==> config.mk <==
export PLATFORM = sky130hd
export DESIGN_NAME = buffer_flat
export DESIGN_NICKNAME = d
export VERILOG_FILES = /design/src/rtl/buffer_pkg.sv /design/src/rtl/buffer_if.sv /design/src/rtl/buffer_stage.sv /design/src/rtl/buffer.sv /design/src/flat_wrapper.sv
export SDC_FILE = /design/constraint.sdc
export NUM_CORES = 1
export LEC_CHECK = 0
export BUFFER_PORTS_ARGS = -buffer_cell sky130_fd_sc_hd__buf_4
export CORE_ASPECT_RATIO = 0.6
export CORE_MARGIN = 2
export CORE_UTILIZATION = 51
export DETAILED_ROUTE_END_ITERATION = 16
export PLACE_DENSITY = 0.83
export SYNTH_ARGS = -nofsm -noshare
export SYNTH_HDL_FRONTEND = slang
export SYNTH_SLANG_ARGS = --single-unit
export TNS_END_PERCENT = 5
==> constraint.sdc <==
create_clock -name clk -period 1.6 [get_ports clk]
set_input_delay 0.32 -clock clk [delete_from_list [all_inputs] [get_ports clk]]
set_output_delay 0.32 -clock clk [all_outputs]
set_load 0.1 [all_outputs]
==> src/rtl/buffer_pkg.sv <==
// buffer_pkg: shared definitions for the fixed-latency delay line.
//   DEFAULT_WIDTH / DEFAULT_DEPTH : default word width and latency
//   cnt_width(depth)              : width of a counter that must reach depth
//   word_t                        : data word at the default width
package buffer_pkg;

  localparam int DEFAULT_WIDTH = 32;
  localparam int DEFAULT_DEPTH = 2;

  // The fill counter has to hold the value DEPTH itself, hence depth+1.
  function automatic int cnt_width(input int depth);
    return $clog2(depth + 1);
  endfunction

  typedef logic [DEFAULT_WIDTH-1:0] word_t;

endpackage : buffer_pkg

==> src/rtl/buffer_if.sv <==
// buffer_if: data bundle of the delay line.
//   data_in   : word entering the line (sampled every clock)
//   data_out  : oldest stored word
//   valid_out : data_out carries a word sampled after the last reset
// modport master : producer/consumer side (drives data_in)
// modport slave  : delay-line side (drives data_out, valid_out)
interface buffer_if #(
  parameter int WIDTH = buffer_pkg::DEFAULT_WIDTH
);

  logic [WIDTH-1:0] data_in;
  logic [WIDTH-1:0] data_out;
  logic             valid_out;

  modport master (
    output data_in,
    input  data_out,
    input  valid_out
  );

  modport slave (
    input  data_in,
    output data_out,
    output valid_out
  );

endinterface : buffer_if

==> src/rtl/buffer_stage.sv <==
// buffer_stage: one WIDTH-bit register of the delay-line chain.
//   clk  : rising-edge clock
//   rst  : synchronous active-high reset, clears the register to 0
//   d_i  : word from the previous stage (or the line input)
//   q_o  : registered word
module buffer_stage
  import buffer_pkg::*;
#(
  parameter int WIDTH = DEFAULT_WIDTH
) (
  input  logic             clk,
  input  logic             rst,
  input  logic [WIDTH-1:0] d_i,
  output logic [WIDTH-1:0] q_o
);

  logic [WIDTH-1:0] data_q;

  always_ff @(posedge clk) begin
    if (rst) begin
      data_q <= '0;
    end else begin
      data_q <= d_i;
    end
  end

  assign q_o = data_q;

endmodule : buffer_stage

==> src/rtl/buffer.sv <==
// buffer: fixed-latency delay line used to align NTT operands/twiddles
// with the pipelined butterfly latency. Every clock one word enters;
// it reappears on data_out exactly DEPTH clocks later.
//   clk  : rising-edge clock
//   rst  : synchronous active-high reset (clears stages, counter, valid)
//   bus  : buffer_if.slave -- data_in in, data_out / valid_out out
module buffer
  import buffer_pkg::*;
#(
  parameter int WIDTH = DEFAULT_WIDTH,
  parameter int DEPTH = DEFAULT_DEPTH
) (
  input  logic        clk,
  input  logic        rst,
  buffer_if.slave     bus
);

  localparam int CW = cnt_width(DEPTH);

  if (DEPTH < 1) begin : g_depth_check
    $error("buffer: DEPTH must be at least 1");
  end

  logic [WIDTH-1:0] stage_q [DEPTH];

  // Stage 0 takes the line input; every later stage takes its predecessor.
  for (genvar gi = 0; gi < DEPTH; gi++) begin : g_stage
    logic [WIDTH-1:0] stage_d;

    if (gi == 0) begin : g_head
      assign stage_d = bus.data_in;
    end else begin : g_link
      assign stage_d = stage_q[gi-1];
    end

    buffer_stage #(
      .WIDTH (WIDTH)
    ) u_stage (
      .clk (clk),
      .rst (rst),
      .d_i (stage_d),
      .q_o (stage_q[gi])
    );
  end

  // Fill tracking: the counter saturates at DEPTH. valid is set on the edge
  // that moves the counter from DEPTH-1 to DEPTH, which is exactly the edge
  // where the first post-reset word lands in the last stage.
  logic [CW-1:0] fill_cnt_q, fill_cnt_d;
  logic          valid_q, valid_d;

  always_comb begin
    fill_cnt_d = fill_cnt_q;
    valid_d    = valid_q;
    if (fill_cnt_q != CW'(DEPTH)) begin
      fill_cnt_d = fill_cnt_q + CW'(1);
    end
    if (fill_cnt_q == CW'(DEPTH - 1)) begin
      valid_d = 1'b1;
    end
  end

  always_ff @(posedge clk) begin
    if (rst) begin
      fill_cnt_q <= '0;
      valid_q    <= 1'b0;
    end else begin
      fill_cnt_q <= fill_cnt_d;
      valid_q    <= valid_d;
    end
  end

  assign bus.data_out  = stage_q[DEPTH-1];
  assign bus.valid_out = valid_q;

endmodule : buffer

==> src/flat_wrapper.sv <==
// flat-port wrapper written by rule: the top's interface ports become plain ports
module buffer_flat import buffer_pkg::*;
#(
  parameter int WIDTH = DEFAULT_WIDTH,
  parameter int DEPTH = DEFAULT_DEPTH
)
  (clk, rst, bus_data_in, bus_data_out, bus_valid_out);
  buffer_if #(.WIDTH(WIDTH)) bus_i ();
  input  logic clk;
  input  logic rst;
  input wire logic [$bits(bus_i.data_in)-1:0] bus_data_in;
  output wire logic [$bits(bus_i.data_out)-1:0] bus_data_out;
  output wire logic [$bits(bus_i.valid_out)-1:0] bus_valid_out;
  assign bus_i.data_in = bus_data_in;
  assign bus_data_out = bus_i.data_out;
  assign bus_valid_out = bus_i.valid_out;
  buffer #(.WIDTH(WIDTH), .DEPTH(DEPTH)) u_core (.clk(clk), .rst(rst), .bus(bus_i));
endmodule
==> impl_metrics.toml <==
[final_layout]
diodes = 0
layout-drive-gt1-share = 0.356
fin_area_um2 = 2520
nets = 254
synthToLayoutAreaGrowth_pct = 35.2

[worst_setup_path]
cpPeakStageDelay_ps = 330
regToRegStartpoint = "u_core.fill_cnt_q[0]$_SDFFE_PP0P_"
crit_path_top_delay_cell = "dfxtp_1"
cp_data_arrival_time_ps = 950
required_ps = 1280
path_buf_inv = 1
crit_path_max_fanout = 2
path_cells = "buf_4"
worst-setup-path-type = "register to primary output"
end_kind = "primary output"
worst_path_dominant_cell_family = "flip-flops"
startpoint_type = "register"
crit_start = "u_core.bus.valid_out$_SDFFE_PP0N_"

[timing]
max_slew.worst_pin.slew_ps = 596
setup_violations = 0
maxSlewHeadroom = 0.603
fin_crit_ps = 1270
finalClockSkew_ps = 2.50
drv_slew = 0
hold_violations = 0
period_share = 0.795
clock.fmax_ghz = 0.786
rsz0062_at_grt = "false"
setup_tns_ps = 0

[synthesis]
ys_ff_latch = 67
yosys_warnings = 0
synthSimpleGateAreaFrac = 0.224
synth_area_um2 = 1860
synth_top_area_frac = 0.719
synth_top_area_cell = "dfxtp_1"
synth_compound_area_frac = 0.00403
synth_top_family_by_area = "simple AND/OR/NAND/NOR gates"
ys_seq_area_frac = 0.719
synth_mux_area_frac = 0
synthAdderAreaFrac = 0.0134
syn-num-nets = 184
synth.avg_cell_area_um2 = 12.6
synthXorXnorAreaFrac = 0.00470
yosysUniqueCellTypes = 10
netlist_instances = 148
synth_area_leaders = "dfxtp_1, nor2b_1, buf_6, ha_1, buf_2"

[power]
p_seq_frac = 0.512
p_int_w = 0.00255
leakage_nw = 1.15
power_frac_clock = 0.317
total_power_w = 0.00355
power.density_nw_per_um2 = 1410
peakVddDrop_uv = 1020
p_switching_w = 0.00100
pwr-share-comb = 0.170
p_sw_frac = 0.282

[clock_network]
htreeDepth = 3
cts_tree = "built"
cts_setup_buffers = 0
clk_pin_slew_worst_paths_ps = 60
clockBufferDepth = 2
clock-sinks = 67
cts-resized-gates = 0
numCtsBuffers = 9
insertion_delay_ps = 320
ctsHoldBuffers = 0
clock_tree.root_cell = "clkbuf_8"

[run_status]
status = "complete, no violations"

[global_routing]
grt_pass1_vias = 1163
grt_antenna_before_repair = 0
grt_overflow = 0
grt_max_degree = 68
grtUsageTotal = 0.172
grt_first_pass_wirelength_mm = 4.83

[hold_path]
hold_class = "primary input to register"
min-delay-start = "bus_data_in[21]"

[route]
drtPass1Iterations = 3
avgViaCountPerCell = 4.24
avgRoutedWirePerCell_um = 11.3
drtAntennaViolNets = 0
wl_mm = 3.02
drtIter0Drc = 31
vias = 1133
drc = 0

[run]
drv_cap = 0

[die]
ioPinCount = 67
start_util = 0.551
die_area_um2 = 4170
die_x_um = 82.1
chipHeight_um = 50.8
num_rows = 16
core_um2 = 3380

[placement]
hpwl_mm = 2.19
gp_congestion = 0.678
port_buffers = 66
placed_area_um2 = 2360
==> registers in the layout (all words and copies together), names as in the netlist <==
signal                      flops
u_core.g_stage.u_stage.q_o     64
u_core.fill_cnt_q               2
u_core.bus.valid_out            1
==> per-layer routing <==
layer	global-route usage	up-vias	wire length (µm)
met4	0.117	0	39
met1	0.137	505	1040
li1	-	584	-
met5	0	-	0
met2	0.306	39	1670
met3	0.108	5	274
==> layout make-up <==
type | count | area (µm²)
Sequential cell | 67 | 1340
Inverter | 2 | 7.51
Clock inverter | 3 | 15.0
Timing Repair Buffer | 66 | 495
Multi-Input combinational cell | 72 | 459
Clock buffer | 12 | 145
Tap cell | 45 | 56.3
Fill cell | 232 | 863
==> stage by stage <==
stage | setup slack [ps] | cells | hold slack, ps | utilization
6_report | 328 | 267 | 200 | 0.745
4_1_cts | 293 | 267 | 173 | 0.745
2_1_floorplan | 355 | 148 | 414 | -
3_3_place_gp | 557 | 252 | 419 | 0.697
5_1_grt | 275 | 267 | 185 | 0.745
3_5_place_dp | 496 | 252 | 426 | 0.697
==> path summary, 6_finish.rpt <==
path / cells after the start / end / slack (ps)
max: 1 / bus_valid_out / 330
min: 2 / u_core.g_stage[0].u_stage.q_o[21]$_SDFF_PP0_ / 200
max reg2reg: 4 / u_core.fill_cnt_q[1]$_SDFFE_PP0P_ / 510
min reg2reg: 1 / u_core.g_stage[1].u_stage.q_o[24]$_SDFF_PP0_ / 440
==> logic make-up after synthesis <==
kind of cell,count (synthesis)
flip-flops,67
AND/OR/NAND/NOR,68
adder cells (fa/ha/maj),2
XOR/XNOR,1
buffers and inverters,9
AO/OA/AOI/OAI,1
==> placed cells by master, fill, tap and decap left out <==
cell type,instances
dfxtp_1,67
clkbuf_1,2
a211oi_1,1
clkbuf_8,10
nor2_1,3
clkinv_2,3
nor2b_1,65
ha_1,2
xor2_1,1
buf_4,66
inv_1,2
==> cells in the mapped netlist <==
master,number
nor2b_1,65
buf_6,3
buf_2,3
xor2_1,1
ha_1,2
buf_4,1
nor2_1,3
inv_1,2
dfxtp_1,67
a211oi_1,1
==> power groups by stage <==
stage / Combinational (W) / Clock [W] / Sequential (W)
2_1_floorplan: 0.000163 / 0 / 0.00214
3_3_place_gp: 0.000585 / 0 / 0.00185
3_5_place_dp: 0.000611 / 0 / 0.00186
4_1_cts: 0.000610 / 0.00118 / 0.00182
5_1_grt: 0.000645 / 0.00124 / 0.00183
6_report: 0.000606 / 0.00113 / 0.00182
Note: power is estimated with default switching activity, not from simulation.
